## src/rtl/ram_pkg.sv

```systemverilog
// Shared types and constants for the FastRAM bus frontend.
package ram_pkg;

  typedef enum logic [2:0] {
    ST_IDLE, ST_WAIT_DS, ST_ACCESS, ST_HOLD, ST_MISS, ST_REFRESH
  } state_t;

  localparam logic [3:0] BANK_BASE = 4'h2;
  localparam logic [3:0] BANK_LAST = 4'h9;
  localparam int ROW_W = 12;
  localparam int COL_W = 10;
  localparam int REFRESH_INTERVAL_DEF = 108;
  localparam int MAX_DEBT_DEF = 7;

  // Bank 2..9 maps onto ADDR_MATCH[0..7].
  function automatic logic bank_hit(input logic cfg, input logic [3:0] bank,
                                    input logic [7:0] match);
    logic [3:0] idx;
    idx = bank - BANK_BASE;
    return cfg && (bank >= BANK_BASE) && (bank <= BANK_LAST) && match[idx[2:0]];
  endfunction

endpackage

```

## src/rtl/sync_flop.sv

```systemverilog
// Multi-stage synchroniser for a bundle of async active-low strobes; resets inactive (1).
module sync_flop #(
  parameter int WIDTH = 4,
  parameter int DEPTH = 2
) (
  input  logic             CLK,
  input  logic             RESETn,
  input  logic [WIDTH-1:0] d,
  output logic [WIDTH-1:0] q
);

  logic [DEPTH-1:0][WIDTH-1:0] stg;

  always_ff @(posedge CLK) begin
    if (!RESETn) stg <= '1;
    else         stg <= {stg[DEPTH-2:0], d};
  end

  assign q = stg[DEPTH-1];

endmodule

```

## src/rtl/ram_bus_frontend.sv

```systemverilog
// 68000 bus frontend: strobe sync, bank decode, one request per hit cycle, refresh scheduling.
module ram_bus_frontend
  import ram_pkg::*;
#(
  parameter int SYNC_STAGES      = 2,
  parameter int REFRESH_INTERVAL = REFRESH_INTERVAL_DEF,
  parameter int MAX_DEBT         = MAX_DEBT_DEF
) (
  input  logic             CLK,
  input  logic             RESETn,
  input  logic             ASn,
  input  logic             UDSn,
  input  logic             LDSn,
  input  logic             RWn,
  input  logic [23:1]      ADDR,
  input  logic [7:0]       ADDR_MATCH,
  input  logic             CONFIGURED,
  input  logic             MEM_ACK,
  output logic             REQ_VALID,
  output logic             REQ_WRITE,
  output logic             REQ_UPPER,
  output logic             REQ_LOWER,
  output logic [ROW_W-1:0] REQ_ROW,
  output logic [COL_W-1:0] REQ_COL,
  output logic             REFRESH_REQ,
  output logic             REFRESH_OVERDUE,
  output logic             CYCLE_END,
  output logic             ABORT
);

  localparam int CNT_W = $clog2(REFRESH_INTERVAL);
  localparam logic [2:0] DEBT_MAX = 3'(MAX_DEBT);

  state_t           state;
  logic [3:0]       strb_s;
  logic             asn_s, udsn_s, ldsn_s, rwn_s;
  logic             as_s, as_prev, as_fall, fall_pend, go_fall;
  logic             ds_any, hit, dec_wr, wr_q, tick, ref_ack;
  logic [23:1]      addr_q, dec_addr;
  logic [CNT_W-1:0] ivl_cnt;
  logic [2:0]       debt;

  sync_flop #(.WIDTH(4), .DEPTH(SYNC_STAGES)) u_sync (
    .CLK    (CLK),
    .RESETn (RESETn),
    .d      ({ASn, UDSn, LDSn, RWn}),
    .q      (strb_s)
  );

  assign {asn_s, udsn_s, ldsn_s, rwn_s} = strb_s;
  assign as_s     = ~asn_s;
  assign ds_any   = ~udsn_s | ~ldsn_s;
  assign as_fall  = as_s & ~as_prev;
  // A fall seen during refresh is replayed from the captured address once back in IDLE.
  assign go_fall  = as_fall | (fall_pend & as_s);
  assign dec_addr = as_fall ? ADDR : addr_q;
  assign dec_wr   = as_fall ? ~rwn_s : wr_q;
  assign hit      = bank_hit(CONFIGURED, dec_addr[23:20], ADDR_MATCH);
  assign tick     = (ivl_cnt == CNT_W'(REFRESH_INTERVAL - 1));
  assign ref_ack  = (state == ST_REFRESH) && MEM_ACK;
  assign REFRESH_OVERDUE = (debt == DEBT_MAX);

  always_ff @(posedge CLK) begin
    if (!RESETn) begin
      state       <= ST_IDLE;
      as_prev     <= 1'b0;
      fall_pend   <= 1'b0;
      addr_q      <= '0;
      wr_q        <= 1'b0;
      ivl_cnt     <= '0;
      debt        <= '0;
      REQ_VALID   <= 1'b0;
      REQ_WRITE   <= 1'b0;
      REQ_UPPER   <= 1'b0;
      REQ_LOWER   <= 1'b0;
      REQ_ROW     <= '0;
      REQ_COL     <= '0;
      REFRESH_REQ <= 1'b0;
      CYCLE_END   <= 1'b0;
      ABORT       <= 1'b0;
    end else begin
      as_prev   <= as_s;
      CYCLE_END <= 1'b0;
      ABORT     <= 1'b0;
      ivl_cnt   <= tick ? '0 : ivl_cnt + CNT_W'(1);

      if (tick && !ref_ack) begin
        if (debt != DEBT_MAX) debt <= debt + 3'd1;
      end else if (ref_ack && !tick) begin
        debt <= debt - 3'd1;
      end

      if (as_fall) begin
        addr_q <= ADDR;
        wr_q   <= ~rwn_s;
      end

      if (!as_s)                                fall_pend <= 1'b0;
      else if (as_fall && state == ST_REFRESH)  fall_pend <= 1'b1;
      else if (state == ST_IDLE)                fall_pend <= 1'b0;

      case (state)
        ST_IDLE: begin
          if (go_fall) begin
            if (hit) begin
              REQ_ROW   <= dec_addr[22:11];
              REQ_COL   <= dec_addr[10:1];
              REQ_WRITE <= dec_wr;
              // Strobes already valid (typical read): issue straight away.
              if (ds_any) begin
                state     <= ST_ACCESS;
                REQ_VALID <= 1'b1;
                REQ_UPPER <= ~udsn_s;
                REQ_LOWER <= ~ldsn_s;
              end else begin
                state <= ST_WAIT_DS;
              end
            end else begin
              state <= ST_MISS;
            end
          end else if (debt != 3'd0 && !as_s) begin
            state       <= ST_REFRESH;
            REFRESH_REQ <= 1'b1;
          end
        end
        ST_WAIT_DS: begin
          if (!as_s) begin
            state <= ST_IDLE;
            ABORT <= 1'b1;
          end else if (ds_any) begin
            state     <= ST_ACCESS;
            REQ_VALID <= 1'b1;
            REQ_UPPER <= ~udsn_s;
            REQ_LOWER <= ~ldsn_s;
          end
        end
        ST_ACCESS: begin
          if (MEM_ACK) begin
            REQ_VALID <= 1'b0;
            if (!as_s) begin
              state     <= ST_IDLE;
              CYCLE_END <= 1'b1;
            end else begin
              state <= ST_HOLD;
            end
          end else if (!as_s) begin
            REQ_VALID <= 1'b0;
            state     <= ST_IDLE;
            ABORT     <= 1'b1;
          end
        end
        ST_HOLD: begin
          if (!as_s) begin
            state     <= ST_IDLE;
            CYCLE_END <= 1'b1;
          end
        end
        ST_MISS: begin
          if (!as_s) state <= ST_IDLE;
        end
        ST_REFRESH: begin
          if (MEM_ACK) begin
            REFRESH_REQ <= 1'b0;
            state       <= ST_IDLE;
          end
        end
        default: state <= ST_IDLE;
      endcase
    end
  end

endmodule
```

## config.mk

```make
export PLATFORM = sky130hd
export DESIGN_NAME = ram_bus_frontend
export DESIGN_NICKNAME = d
export VERILOG_FILES = /design/src/rtl/ram_pkg.sv /design/src/rtl/sync_flop.sv /design/src/rtl/ram_bus_frontend.sv
export SDC_FILE = /design/constraint.sdc
export NUM_CORES = 1
export LEC_CHECK = 0
export CAP_MARGIN = 5
export CORE_MARGIN = 3
export CORE_UTILIZATION = 40
export DETAILED_ROUTE_END_ITERATION = 16
export HOLD_SLACK_MARGIN = 0.1
export PLACE_DENSITY_LB_ADDON = 0.08
export SYNTH_ARGS = -nofsm -noshare
export SYNTH_HDL_FRONTEND = slang
export SYNTH_SLANG_ARGS = --single-unit
```

## constraint.sdc

```tcl
create_clock -name CLK -period 2.03 [get_ports CLK]
set_input_delay 0.203 -clock CLK [delete_from_list [all_inputs] [get_ports CLK]]
set_output_delay 0.203 -clock CLK [all_outputs]
set_load 0.01 [all_outputs]
```

# [Word-level counts from Yosys, hierarchy flattened]
# Cells that the tools add are included.
[totals] ff_bits=76 in_bits=39 output_inout_bits=30
[op_classes] add_sub_neg=4 n_lt_le_gt_ge=3 eq_ne=18 n_mux=46 bitwise_logic=10 n_reduce_logical=26
[ops] op="$mux W3" n=11
[ops] op="$mux W1" n=24
[ops] op="$mux W23" n=1
[ops] op="$pmux W3 S5" n=1
[ops] op="$ne A2 B2 Y1 const B" n=5
[ops] op="$pmux W1 S2" n=5
[ops] op="$eq A3 B3 Y1 const B" n=3
[ops] op="$ne A3 B2 Y1 const B" n=3
[ops] op="$logic_and A1 B1 Y1" n=8
[ops] op="$reduce_and A4 Y1" n=2
[ops] op="$reduce_bool A2 Y1" n=4
[ops] op="$add A7 B1 Y7 const B" n=1
[ops] op="$eq A7 B7 Y1 const B" n=1
[ops] op="$eq A3 B2 Y1 const B" n=2
[ops] op="$not A1 Y1" n=6
[ops] op="$reduce_and A3 Y1" n=2
[ops] op="$reduce_bool A3 Y1" n=2
[ops] op="$reduce_or A2 Y1" n=3
[ops] op="$reduce_and A5 Y1" n=1
[ops] op="$ge A4 B2 Y1 const B" n=1
[ops] op="$le A4 B4 Y1 const B" n=1
[ops] op="$lt A3 B4 Y1 const B" n=1
[ops] op="$mux W2" n=2
[ops] op="$ne A2 B1 Y1 const B" n=2
[ops] op="12 further kinds" n=15

# [Depth between registers and ports, before layout]
[logic_depth] ltp_word=10 depth_mapped=10 ltp_nobuf=9

# [By module]
# Synthesis repeated with hierarchy kept, for this count alone.
[hier_totals] cells_unflattened=365 area_unflattened_um2=3462.1
[modules_own_cells] mod="ram_bus_frontend" instances=1 cells_per_inst=345 area_each_um2=3221.8 seq_area_each_um2=1361.3
[modules_own_cells] mod="sync_flop" instances=1 cells_per_inst=20 area_each_um2=240.2 seq_area_each_um2=160.2

# [Worst setup path after synthesis]
# OpenSTA, ideal clock, no wires.
[synth_timing] path_type="reg-to-reg" start="register u_sync.stg, in the netlist u_sync.q[3]" end="register REQ_COL[0]" t_arrival_ns=2.116 setup_slack_ns=-0.202 stages_incl_launch_ff=11 n_path_buf=3 path_cell_list="dfxtp_1 > or2_1 > buf_4 > mux2_4 > mux2i_1 > o32a_1 > a21oi_2 > buf_4 > buf_4 > nand2_1 > o211a_1"
[synth_between] elab_chain_cells=8 elab_cells_between_ends=14 cone_classes="add/sub (1); order compare (2); mux (3); bitwise (4); reduce/logical (4)"
[synth_rtl] element="start: declaration" line="sync_flop.sv:12" text="logic [DEPTH-1:0][WIDTH-1:0] stg;"
[synth_rtl] element="start signal: assignment" line="sync_flop.sv:16" text="else stg <= {stg[DEPTH-2:0], d};"
[synth_rtl] element="$not A1 Y1 (*)" line="ram_bus_frontend.sv:51" text="assign as_s = ~asn_s;"
[synth_rtl] element="$and A1 B1 Y1" line="ram_bus_frontend.sv:53" text="assign as_fall = as_s & ~as_prev;"
[synth_rtl] element="$mux W23"
[synth_rtl] element="$sub A3 B2 Y3 or $ge A4 B2 Y1 (tied branches)" line="ram_pkg.sv:19, ram_pkg.sv:20"
[synth_rtl] element="$bmux W1 S3 or $logic_and A1 B1 Y1 (tied branches)" line="ram_pkg.sv:20" text="return cfg && (bank >= BANK_BASE) && (bank <= BANK_LAST) && match[idx[2:0]];"
[synth_rtl] element="$mux W1 (implied by the code) or $logic_and A1 B1 Y1 (tied branches)" line="ram_pkg.sv:20"
[synth_rtl] element="$logic_and A1 B1 Y1" line="ram_pkg.sv:20"
[synth_rtl] element="$reduce_and A3 Y1 (no source line)"
[synth_rtl] element="end signal: assignment" line="ram_bus_frontend.sv:107" text="REQ_COL <= dec_addr[10:1];"
[synth_rtl] element="end: declaration" line="ram_bus_frontend.sv:24" text="output logic [COL_W-1:0] REQ_COL,"
# Mark *: on every way between the ends. The rest lies on a longest branch, timed or not. The select of a mux whose other input is x is not followed.
# A chain may end at the register's enable or synchronous reset.

# [Worst setup path after layout]
[layout_timing] start="register u_sync.stg, in the netlist u_sync.q[3]" end="register REQ_ROW[8]"
[layout_between] elab_chain_cells=8 elab_cells_between_ends=14 cone_classes="add/sub (1); order compare (2); mux (3); bitwise (4); reduce/logical (4)"
[layout_rtl] element="$not A1 Y1 (*)" line="ram_bus_frontend.sv:51"
[layout_rtl] element="$and A1 B1 Y1" line="ram_bus_frontend.sv:53"
[layout_rtl] element="$mux W23"
[layout_rtl] element="$sub A3 B2 Y3 or $ge A4 B2 Y1 (tied branches)" line="ram_pkg.sv:19, ram_pkg.sv:20"
[layout_rtl] element="$bmux W1 S3 or $logic_and A1 B1 Y1 (tied branches)" line="ram_pkg.sv:20"
[layout_rtl] element="$mux W1 (implied by the code) or $logic_and A1 B1 Y1 (tied branches)" line="ram_pkg.sv:20"
[layout_rtl] element="$logic_and A1 B1 Y1" line="ram_pkg.sv:20"
[layout_rtl] element="$reduce_and A3 Y1 (no source line)"
[layout_rtl] element="end signal: assignment" line="ram_bus_frontend.sv:106" text="REQ_ROW <= dec_addr[22:11];"
[layout_rtl] element="end: declaration" line="ram_bus_frontend.sv:23" text="output logic [ROW_W-1:0] REQ_ROW,"
# Marked as above.

==> results.txt <==
The worst setup slack after placement came out at -0.181 ns. In this run the power density over the cells is 687 mW/mm^2. The number of warnings issued by yosys is 0, and the final layout net count is 460.

Max-cap violations in this run came to 0. The initial antenna violation count came out at 0. The clock-pin slew on the worst setup and hold paths is 0.07 ns.

The number of DRC violations after detailed-routing iteration 0 was 64; the maximum net fanout on the critical path was 14. Data required time at the worst endpoint: 2.26 ns. The number of port buffers is 68.

The flow ran to the end, but the final reports show violations. The number of enable flip-flop cells after synthesis was 0. After detailed routing, the average wire length per cell comes to 13.2 um. Critical path class: reg -> reg.

The congestion estimate from routability-driven global placement came to 0.810. The global router's overall resource usage came out at 15.8%. The clock arrives with 0.00612 ns of skew. The longest clock path from root to sink contains 2 buffers.

After synthesis, the largest family of logic cells by area is simple AND/OR/NAND/NOR gates. Ranked by instance count, the synthesized netlist is headed by 76 x sky130_fd_sc_hd__dfxtp_1, 36 x sky130_fd_sc_hd__nand2_1, 31 x sky130_fd_sc_hd__mux2i_1, 29 x sky130_fd_sc_hd__nor2b_1, 22 x sky130_fd_sc_hd__o211a_1. The synthesized net count is 359, and the synthesized-area fraction occupied by and/or/nand/nor cells is 21.1%. Excluding fillers, the count of instances in the completed layout stands at 522. Of the available clock period, the critical path in the final layout requires 106%. The fraction of the mapped netlist area in compound gates is 14.0%, and the pin count of the biggest net entering global routing is 51. The transition time of the tightest slew-check pin is 0.320 ns, and the unique cell type count in the Yosys netlist is 42. After detailed placement, the total cell area comes to 0.00408 sq mm.

The tools report the total iterations of the first detailed-routing run as 4. The total half-perimeter wirelength after legalization and detailed placement came out at 4670 um. In the routed design, unresolved DRC markers number 0. After routing the design area is 0.00452 sq mm. The total of flip-flops plus latches after synthesis is 76. The count of nets left with antenna violations once routing finished came out at 0.

Subtracting the final worst setup slack from the clock period gives 2.15 ns. Ranked by total cell area, the synthesized netlist is headed by sky130_fd_sc_hd__dfxtp_1 49%, sky130_fd_sc_hd__mux2i_1 9.9%, sky130_fd_sc_hd__o211a_1 7.0%. IR analysis of the VDD net gives a maximum drop of 346 uV. Fraction of synthesized area in multiplexers: 10.4%. Counting the fill cells in the layout gives 627. The signal on the critical path passes through or2_4 > mux2_4 > mux2i_1 > o32a_1 > a21oi_4 > buf_4 > buf_8 > nand2_1 > o211a_1. The met2 usage came out at 24.8%. The synthesized netlist occupies a cell area of 0.00313 sq mm. The run gives 76 as the TritonCTS sink count. The worst setup path is launched from a flop. The number of pins exceeding their max-slew limit in the final report is 0. The slowest stage of the critical path belongs to the cell sky130_fd_sc_hd__mux2_4. In the synthesized netlist the async set-or-reset flop fraction comes to 0%. For the worst setup path, the data arrival time is 2.38 ns. Static timing analysis puts the maximum clock frequency at 465 MHz.

The ratio of cells with drive above 1 in the final layout came out at 18.4%. The met1 track utilization from global routing came out at 20.7%. The initial utilization of the core area, before any placement, comes to 42.2%. Relative to the synthesized area, the layout overhead comes to 44.7%.

Sequential-to-total area share from yosys stat: 48.7%. The number of setup violations in the final report was 25. The number of vias per cell after detailed routing was 4.96; the final design utilization was 61.0%. For the count of vias placed by the detailed router, the log shows 2588. The worst setup path is captured at a flop. Launch instance of the worst register-to-register path: u_sync.q[3]. The layer flagged by global routing as most heavily used is met2. In the synthesized netlist, the number of instances is 318.

From left edge to right edge, the die measures 94.4 um. The startpoint identified for the worst hold timing path is RESETn. The total I/O pin count was 69.

The diode insertion count for antenna repair is 0. The most used flip-flop cell after synthesis is sky130_fd_sc_hd__dfxtp_1. The adder and majority cell fraction of the synthesized area was 1.04%; the peak per-stage delay on the critical path was 0.35 ns. The path type of the worst min-delay path was in -> reg. Counting tap cells, the placed design contains a total of 494 instances.

For the quantity of hold-fixing buffers added after cts, the log shows 0. Library cell with the largest summed area after synthesis: sky130_fd_sc_hd__dfxtp_1. The synthesized-area fraction occupied by xor and xnor cells was 1.68%; the wire length of the first global-routing pass was 11200 um. The wire length reported by the detailed router was 6910 um; the total clock buffers created by CTS was 9. The tree is rooted in a sky130_fd_sc_hd__clkbuf_8.

The floorplan step defined a die boundary enclosing 0.00891 sq mm. The core box area was 0.00741 sq mm; the latest clock arrival within the worst-skew pair was 0.34 ns. The number of global-route vias before repair was 2485. Setup repair after global routing could not meet its margin everywhere. The tools report the standard-cell row count as 31.

The most critical setup path has its startpoint at u_sync.q[3]. Overall power of the completed layout: 3.11 mW. The minimum setup slack in the final design was -0.120 ns.

TritonCTS built the clock tree. The checks that failed: negative setup slack. Dividing the synthesized area by the synthesized cell count gives 9.83 sq um. For the overflow left after global routing, the log shows 0. For the relative slew slack, the log shows 78.5%. The most frequent cell after synthesis was sky130_fd_sc_hd__dfxtp_1. The die is 94.4 um tall. In this run the static leakage power is 2.08 nW. The number of hold violations in the final report is 0. The count of H-tree levels built during CTS was 3. Global routing consumed, on the met3 layer, 3.98% of the routing resources.

After synthesis, the largest area contributor takes up 48.7% of total cell area.
[layout make-up]
class | instances | area, sq um | area share, %
flip-flops and latches | 76 | 1530 | 33.7
clock inverters | 6 | 80.1 | 1.77
well taps | 99 | 124 | 2.74
inverters | 3 | 11.3 | 0.249
clock buffers | 9 | 124 | 2.74
repair buffers | 108 | 1050 | 23.1
multi-input cells | 221 | 1610 | 35.6
[cells by family after synthesis]
family,after synthesis
DFF,76
AOI/OAI and AO/OA,55
buffers and inverters,21
muxes,32
adders and majority gates,2
and+or+nand+nor,126
xor gates and xnor gates,6
[routing by layer]
layer | share of wire, % | vias to the layer above
li1 | - | 1303
met1 | 45 | 1209
met2 | 47 | 65
met3 | 5.9 | 11
met4 | 1.5 | 0
met5 | 0 | -
[critical path: cells and delay by family (launching register included)]
family                 cells  cell delay [ns]
and+or+nand+nor            2             0.32
buffers and inverters      2             0.31
muxes                      2             0.49
DFF                        1             0.32
AOI/OAI and AO/OA          3             0.61
[worst paths after layout]
path | endpoint | slack, ns | cells past startpoint
worst max register to register | REQ_ROW[8] | -0.12 | 9
worst min register to register | u_sync.q[1] | 0.41 | 1
worst max-delay path | REQ_ROW[8] | -0.12 | 9
worst min-delay path | u_sync.q[1] | 0.16 | 2
[stage by stage]
step | hold slack, ns | setup TNS (ns)
floorplan | 0.304 | -1.85
CTS | 0.153 | -1.63
detailed placement | 0.391 | -3.46
finish | 0.165 | -1.94
global placement | 0.389 | -2.99
global route | 0.167 | -4.46
[state kept, by name (all words and copies together) (netlist names), 3 cells and up]
signal and flops:
REQ_COL 10, REQ_ROW 12, addr_q 23, debt 3, ivl_cnt 7, state 3
u_sync.q 4, u_sync.stg 4
[layout by cell type (no fill, tap or decap), drive strengths merged, types with 2 or more instances in the layout]
| master | count |
|---|---|
| a21boi | 2 |
| a21oi | 5 |
| a31oi | 2 |
| and2 | 7 |
| and3 | 3 |
| buf | 41 |
| bufinv | 2 |
| clkbuf | 9 |
| clkdlybuf4s50 | 67 |
| clkinv | 4 |
| dfxtp | 76 |
| inv | 3 |
| mux2i | 31 |
| nand2 | 36 |
| nand2b | 14 |
| nand3 | 9 |
| nor2 | 16 |
| nor2b | 29 |
| nor3b | 7 |
| o211a | 22 |
| o21ai | 11 |
| o22ai | 4 |
| or2 | 2 |
| xnor2 | 3 |
| xor2 | 3 |
[power by group]
part	internal [mW]	switching (mW)
registers	1.53	0.0286
logic	0.192	0.150
clock network	0.677	0.524
[timing repair]
action / CTS / global route
cloned: 1 / 0
setup endpoints to repair: 28 / 30
pin swaps: 6 / 11
gates resized for setup: 14 / 17
buffers inserted: 10 / 3
No activity file was read; power rests on OpenSTA's default activity.
